## src/rtl/game_link_pkg.sv

```systemverilog
`default_nettype none
// ============================================================================
// game_link_pkg : frame types, constants and tx FSM states for the game link
// Revision      : 1.0
// ============================================================================
package game_link_pkg;

  typedef enum logic [7:0] {
    FT_ENTER = 8'h01,
    FT_TURN  = 8'h02,
    FT_HP    = 8'h03,
    FT_HB    = 8'h04
  } frame_type_e;

  localparam logic [7:0] SYNC_DEFAULT = 8'hA5;
  localparam int         FRAME_LEN    = 5;

  typedef logic [2:0] tx_state_t;

  // Non-idle states double as the 1-based byte index within the frame
  localparam tx_state_t ST_IDLE = 3'd0;
  localparam tx_state_t ST_SYNC = 3'd1;
  localparam tx_state_t ST_TYPE = 3'd2;
  localparam tx_state_t ST_PHI  = 3'd3;
  localparam tx_state_t ST_PLO  = 3'd4;
  localparam tx_state_t ST_CHK  = tx_state_t'(FRAME_LEN);

  function automatic logic [7:0] frame_chk(input logic [7:0] type_byte,
                                           input logic [15:0] payload);
    return type_byte ^ payload[15:8] ^ payload[7:0];
  endfunction

endpackage
`default_nettype wire

```

## src/rtl/game_link_hb_timer.sv

```systemverilog
`default_nettype none
// ============================================================================
// game_link_hb_timer : free-running 0..HB_PERIOD-1 counter, tick at terminal
// Revision           : 1.0
// ============================================================================
module game_link_hb_timer #(
  parameter int HB_PERIOD = 50_000_000
) (
  input  logic clk,
  input  logic rst,
  output logic tick
);

  localparam int             CW   = $clog2(HB_PERIOD);
  localparam logic [CW-1:0]  TERM = CW'(HB_PERIOD - 1);

  logic [CW-1:0] cnt_q;
  logic [CW-1:0] cnt_d;

  always_comb begin
    tick  = (cnt_q == TERM);
    cnt_d = tick ? '0 : cnt_q + 1'b1;
  end

  always_ff @(posedge clk or posedge rst) begin
    if (rst) begin
      cnt_q <= '0;
    end else begin
      cnt_q <= cnt_d;
    end
  end

endmodule
`default_nettype wire

```

## src/rtl/game_link_tx.sv

```systemverilog
`default_nettype none
// ============================================================================
// game_link_tx : turns local game events into 5-byte frames on a byte stream
// Option       : GAME_LINK_TX_SEQ_EN puts a 4-bit sequence number in TYPE[7:4]
// Revision     : 1.0
// ============================================================================
module game_link_tx
  import game_link_pkg::*;
#(
  parameter int         HB_PERIOD = 50_000_000,
  parameter logic [7:0] SYNC_BYTE = SYNC_DEFAULT
) (
  input  logic       clk,
  input  logic       rst,
  input  logic       enter_pressed_local,
  input  logic       turn_done_local,
  input  logic [9:0] hp_local,
  input  logic [2:0] state_game_fsm,
  output logic [7:0] tx_data,
  output logic       tx_valid,
  input  logic       tx_ready,
  output logic       busy
);

  tx_state_t   state_q, state_d;
  frame_type_e type_q, type_d;
  logic [15:0] payload_q, payload_d;
  logic        pend_enter_q, pend_enter_d;
  logic        pend_turn_q, pend_turn_d;
  logic        pend_hp_q, pend_hp_d;
  logic        pend_hb_q, pend_hb_d;
  logic [9:0]  hp_last_q, hp_last_d;
  logic        clr_enter, clr_turn, clr_hp, clr_hb;
  logic        hb_tick;
  logic        hp_changed;
  logic [3:0]  seq_nib;
  logic [7:0]  type_byte;

  game_link_hb_timer #(
    .HB_PERIOD (HB_PERIOD)
  ) u_hb_timer (
    .clk  (clk),
    .rst  (rst),
    .tick (hb_tick)
  );

  always_comb begin
    state_d   = state_q;
    type_d    = type_q;
    payload_d = payload_q;
    clr_enter = 1'b0;
    clr_turn  = 1'b0;
    clr_hp    = 1'b0;
    clr_hb    = 1'b0;
    case (state_q)
      ST_IDLE: begin
        if (pend_enter_q) begin
          type_d    = FT_ENTER;
          payload_d = 16'h0000;
          clr_enter = 1'b1;
          state_d   = ST_SYNC;
        end else if (pend_turn_q) begin
          type_d    = FT_TURN;
          payload_d = {6'b0, hp_local};
          clr_turn  = 1'b1;
          state_d   = ST_SYNC;
        end else if (pend_hp_q) begin
          type_d    = FT_HP;
          payload_d = {6'b0, hp_local};
          clr_hp    = 1'b1;
          state_d   = ST_SYNC;
        end else if (pend_hb_q) begin
          type_d    = FT_HB;
          payload_d = {13'b0, state_game_fsm};
          clr_hb    = 1'b1;
          state_d   = ST_SYNC;
        end
      end
      ST_SYNC, ST_TYPE, ST_PHI, ST_PLO: begin
        if (tx_ready) state_d = state_q + 3'd1;
      end
      ST_CHK: begin
        if (tx_ready) state_d = ST_IDLE;
      end
      default: state_d = ST_IDLE;
    endcase
  end

  // Set is applied after clear so an event coinciding with its latch is kept
  always_comb begin
    hp_changed   = (hp_local != hp_last_q);
    hp_last_d    = hp_local;
    pend_enter_d = (pend_enter_q & ~clr_enter) | enter_pressed_local;
    pend_turn_d  = (pend_turn_q  & ~clr_turn)  | turn_done_local;
    pend_hp_d    = (pend_hp_q    & ~clr_hp)    | hp_changed;
    pend_hb_d    = (pend_hb_q    & ~clr_hb)    | hb_tick;
  end

  always_ff @(posedge clk or posedge rst) begin
    if (rst) begin
      state_q      <= ST_IDLE;
      type_q       <= FT_ENTER;
      payload_q    <= 16'h0000;
      pend_enter_q <= 1'b0;
      pend_turn_q  <= 1'b0;
      pend_hp_q    <= 1'b0;
      pend_hb_q    <= 1'b0;
      hp_last_q    <= 10'd0;
    end else begin
      state_q      <= state_d;
      type_q       <= type_d;
      payload_q    <= payload_d;
      pend_enter_q <= pend_enter_d;
      pend_turn_q  <= pend_turn_d;
      pend_hp_q    <= pend_hp_d;
      pend_hb_q    <= pend_hb_d;
      hp_last_q    <= hp_last_d;
    end
  end

`ifdef GAME_LINK_TX_SEQ_EN
  logic [3:0] seq_q, seq_d;

  always_comb begin
    seq_d = seq_q;
    if (state_q == ST_CHK && tx_ready) seq_d = seq_q + 4'd1;
  end

  always_ff @(posedge clk or posedge rst) begin
    if (rst) begin
      seq_q <= 4'd0;
    end else begin
      seq_q <= seq_d;
    end
  end

  assign seq_nib = seq_q;
`else
  assign seq_nib = 4'h0;
`endif

  // All frame type codes have a zero upper nibble, leaving room for the sequence
  assign type_byte = type_q | {seq_nib, 4'h0};

  always_comb begin
    tx_data = 8'h00;
    case (state_q)
      ST_SYNC: tx_data = SYNC_BYTE;
      ST_TYPE: tx_data = type_byte;
      ST_PHI:  tx_data = payload_q[15:8];
      ST_PLO:  tx_data = payload_q[7:0];
      ST_CHK:  tx_data = frame_chk(type_byte, payload_q);
      default: tx_data = 8'h00;
    endcase
  end

  assign tx_valid = (state_q != ST_IDLE);
  assign busy     = tx_valid;

endmodule
`default_nettype wire

```

## config.mk

```make
export PLATFORM = sky130hd
export DESIGN_NAME = game_link_tx
export DESIGN_NICKNAME = d
export VERILOG_FILES = /design/src/rtl/game_link_pkg.sv /design/src/rtl/game_link_hb_timer.sv /design/src/rtl/game_link_tx.sv
export SDC_FILE = /design/constraint.sdc
export NUM_CORES = 1
export LEC_CHECK = 0
export ABC_AREA = 0
export CAP_MARGIN = 20
export CORE_ASPECT_RATIO = 1.1
export CORE_MARGIN = 4
export CORE_UTILIZATION = 50
export DETAILED_ROUTE_END_ITERATION = 16
export GPL_ROUTABILITY_DRIVEN = 1
export GPL_TIMING_DRIVEN = 0
export HOLD_SLACK_MARGIN = 0.08
export PLACE_DENSITY_LB_ADDON = 0.08
export SYNTH_ARGS = -nofsm -noshare
export SYNTH_HDL_FRONTEND = slang
export SYNTH_SLANG_ARGS = --single-unit
```

## constraint.sdc

```tcl
create_clock -name clk -period 1.6 [get_ports clk]
set_input_delay 0.24 -clock clk [delete_from_list [all_inputs] [get_ports clk]]
set_output_delay 0.24 -clock clk [all_outputs]
set_load 0.01 [all_outputs]
```

==> out/qor.yml <==
n_antenna_cell: 0
cap_violations: 0
grt_pass1_vias: 2541
dp.cells: 376
io_pins: 28
hold_path_class: "in2async"
cts.sinks: 56
violations: "setup timing"
synthArstFlopShare_pct: 100
crit_path_max_incr_delay_ns: 0.43
path_buf_inv: 2
seq_area_frac_synth_pct: 49.1
syn_inst: 273
gp_congestion: 0.794
fin_area_sq_um: 4260
vias: 2535
die_h_um: 87.2
portBuffers: 27
status: "finished with violations"
cts_buffers: 5
synth_top_flop_cell: "dfrtp_1"
clk_pin_slew_ns: 0.11
dieWidth_um: 80.0
drc_errors: 0
yosysTopAreaCellShare_pct: 48.2
finalHoldViolCount: 0
cp.required_ns: 1.36
clk_latency_ns: 0.31
dp_slack_ns: -0.622
p_int_mw: 3.57
arrival_ns: 1.95
p_comb_share_pct: 50.9
synth_common_cells: "55 x dfrtp_1, 17 x xnor2_1, 16 x nor2_1, 15 x nand2_1"
antenna_found_initial: 0
place.detailed.hpwl_mm: 4.51
skew_ns: 0.0147
fin_ws_ns: -0.587
crit_chain: "buf_4, ha_2, or3_4, a21oi_4, nor2_4, and2_4, buf_6"
finalCritPeriodShare_pct: 137
drtIter0Drc: 139
cp-start-kind: "flip-flop"
synth-seq-cells: 56
area_growth_pct: 49.3
synth-edff-count: 0
setup_viol: 43
synth_top_cell_by_area: "dfrtp_1"
ys_types: 53
p_clk_share_pct: 17.1
maxSlewHeadroom_pct: 61.0
total_leakage_power_nw: 1.83
cts_tree: "yes"
die-area_sq_um: 6980
cp_max_fo: 4
worstSetupEndpointType: "primary output"
viasPerCell: 5.79
dpl_cell_area_sq_um: 3290
drtAntennaViolNets: 0
holdWs_ns: 0.295
critPathKind: "reg2out"
core_sq_um: 5470
syn-num-nets: 298
p_sw_mw: 1.95
worstMarginPinSlew_ns: 0.583
power.share.switching_pct: 35.4
fmax_mhz: 457
start_util_pct: 52.2
drive_gt1_share_pct: 44.9
rsz0062_at_grt: "yes"
syn_avg_cell_area_sq_um: 10.5
nets: 387
fillCellCount: 354
max-clock-path-buffers: 2
routedWlPerCell_um: 19.6
seqPwrFrac_pct: 32.1
dr.pass1.iters: 4
cts-root-buf: "clkbuf_8"
grt_pass1_wl_mm: 12.2
finalCriticalPeriod_ns: 2.19
slew_viol_final: 0
grt_util_all_layers_pct: 22.6
std_cell_rows: 28
grt_max_degree: 39
cp_top_family: "simple AND/OR/NAND/NOR gates"
hold_buffers: 0
synth_warnings: 0
overflow: 0
synth.most_common_cell: "dfrtp_1"
peakVddDrop_uv: 826
wl_mm: 8.60
syn_area_sq_um: 2850
crit_path_top_delay_cell: "dfrtp_1"
h-tree-depth: 2
powerDensity_nw_per_um2: 1300
layoutNonFillerInstCount: 438
synth_area_leaders: "dfrtp_1 48%, xnor2_1 5.2%, xor2_1 3.7%"
utilization_pct: 78.0
## cell families after synthesis
logic type                 count (synthesis)  share of synthesized area [%]
xor gates and xnor gates                  29                           8.90
adders and majority gates                  7                           3.07
buffers and inverters                     21                           3.73
and+or+nand+nor                           95                           19.1
DFF                                       56                           49.1
muxes                                      6                           2.10
AOI/OAI and AO/OA                         59                           13.9
## state kept, by name, indices dropped and copies added, names as in the netlist
signal            cells
pend_enter_q          1
state_q               3
pend_hp_q             1
hp_last_q            10
payload_q            10
pend_turn_q           1
u_hb_timer.cnt_q     26
pend_hb_q             1
type_byte             3
## metal layers
layer  up-vias  track usage [%]  routed length (um)
li1       1170                -                   -
met1      1261             26.7                3390
met2        73             42.2                4380
met3        31             3.83                 306
met4         0             5.22                 524
met5         -                0                   0
## cell type report
| type | instances | area (sq um) | area share (%) |
|---|---|---|---|
| Buffer | 8 | 87.6 | 2.06 |
| Clock buffer | 6 | 72.6 | 1.70 |
| Clock inverter | 2 | 38.8 | 0.910 |
| Inverter | 12 | 62.6 | 1.47 |
| Multi-Input combinational cell | 196 | 1740 | 40.9 |
| Sequential cell | 56 | 1410 | 33.1 |
| Tap cell | 75 | 93.8 | 2.20 |
| Timing Repair Buffer | 83 | 753 | 17.7 |
## repair_timing
item,4_1_cts,5_1_grt
endpoints found under the setup margin,41,48
pin swaps,25,34
gates resized for setup,96,70
setup buffers,37,17
endpoints found under the hold margin,0,0
cloned,2,0
## metrics by stage
step,total power [mW],TNS [ns]
6_report,5.52,-10.63
5_1_grt,5.78,-13.44
4_1_cts,4.98,-7.97
3_5_place_dp,3.20,-13.00
3_3_place_gp,3.13,-12.49
2_1_floorplan,2.64,-0.154
## worst register-to-register path: stages (launching register included)
cell and delay (ns):
dfrtp_1 0.43, buf_4 0.15, ha_2 0.19, or3_4 0.36, buf_4 0.15, buf_6 0.11, o21ai_4 0.16, o21ba_4 0.18
a22o_1 0.22
## worst paths after layout
path	from	end	slack (ns)	depth (start not counted)
min	rst	state_q[1]$_DFFE_PP0P_	0.30	2
max	state_q[1]$_DFFE_PP0P_	tx_data[6]	-0.59	7
max reg2reg	state_q[1]$_DFFE_PP0P_	state_q[2]$_DFFE_PP0P_	-0.46	8
min in group clk	hp_local[3]	hp_last_q[3]$_DFF_PP0_	0.45	1
max in group asynchronous	rst	type_byte[0]$_DFFE_PP1P_	0.71	3
min reg2reg	u_hb_timer.cnt_q[15]$_DFF_PP0_	u_hb_timer.cnt_q[15]$_DFF_PP0_	0.49	1
## cells in the final DEF, fill, tap and decap left out, types with 3 or more instances in the layout
master / instances
a21oi_2: 8
dfrtp_1: 50
nand4_1: 10
inv_1: 6
xnor2_1: 16
and4_1: 4
o21ai_1: 6
o31ai_1: 3
o31ai_2: 3
nand3_1: 10
clkbuf_8: 5
and2_4: 3
ha_2: 3
nand2_1: 13
a21o_1: 4
and2_2: 3
a21oi_4: 3
clkdlybuf4s50_1: 17
dfrtp_2: 5
buf_8: 3
mux2i_1: 6
and3_1: 3
buf_2: 6
a22o_1: 8
ha_4: 3
a21oi_1: 3
nor2_4: 8
buf_4: 40
buf_6: 22
nor2_1: 6
o21ai_0: 3
xor2_1: 12
## power by group through the flow
stage | Clock [mW] | Sequential [mW] | Combinational (mW)
2_1_floorplan | 0 | 1.70 | 0.942
3_3_place_gp | 0 | 1.74 | 1.40
3_5_place_dp | 0 | 1.74 | 1.45
4_1_cts | 0.980 | 1.72 | 2.28
5_1_grt | 1.03 | 1.79 | 2.96
6_report | 0.943 | 1.77 | 2.81
Note: power is estimated with default switching activity, not from simulation.
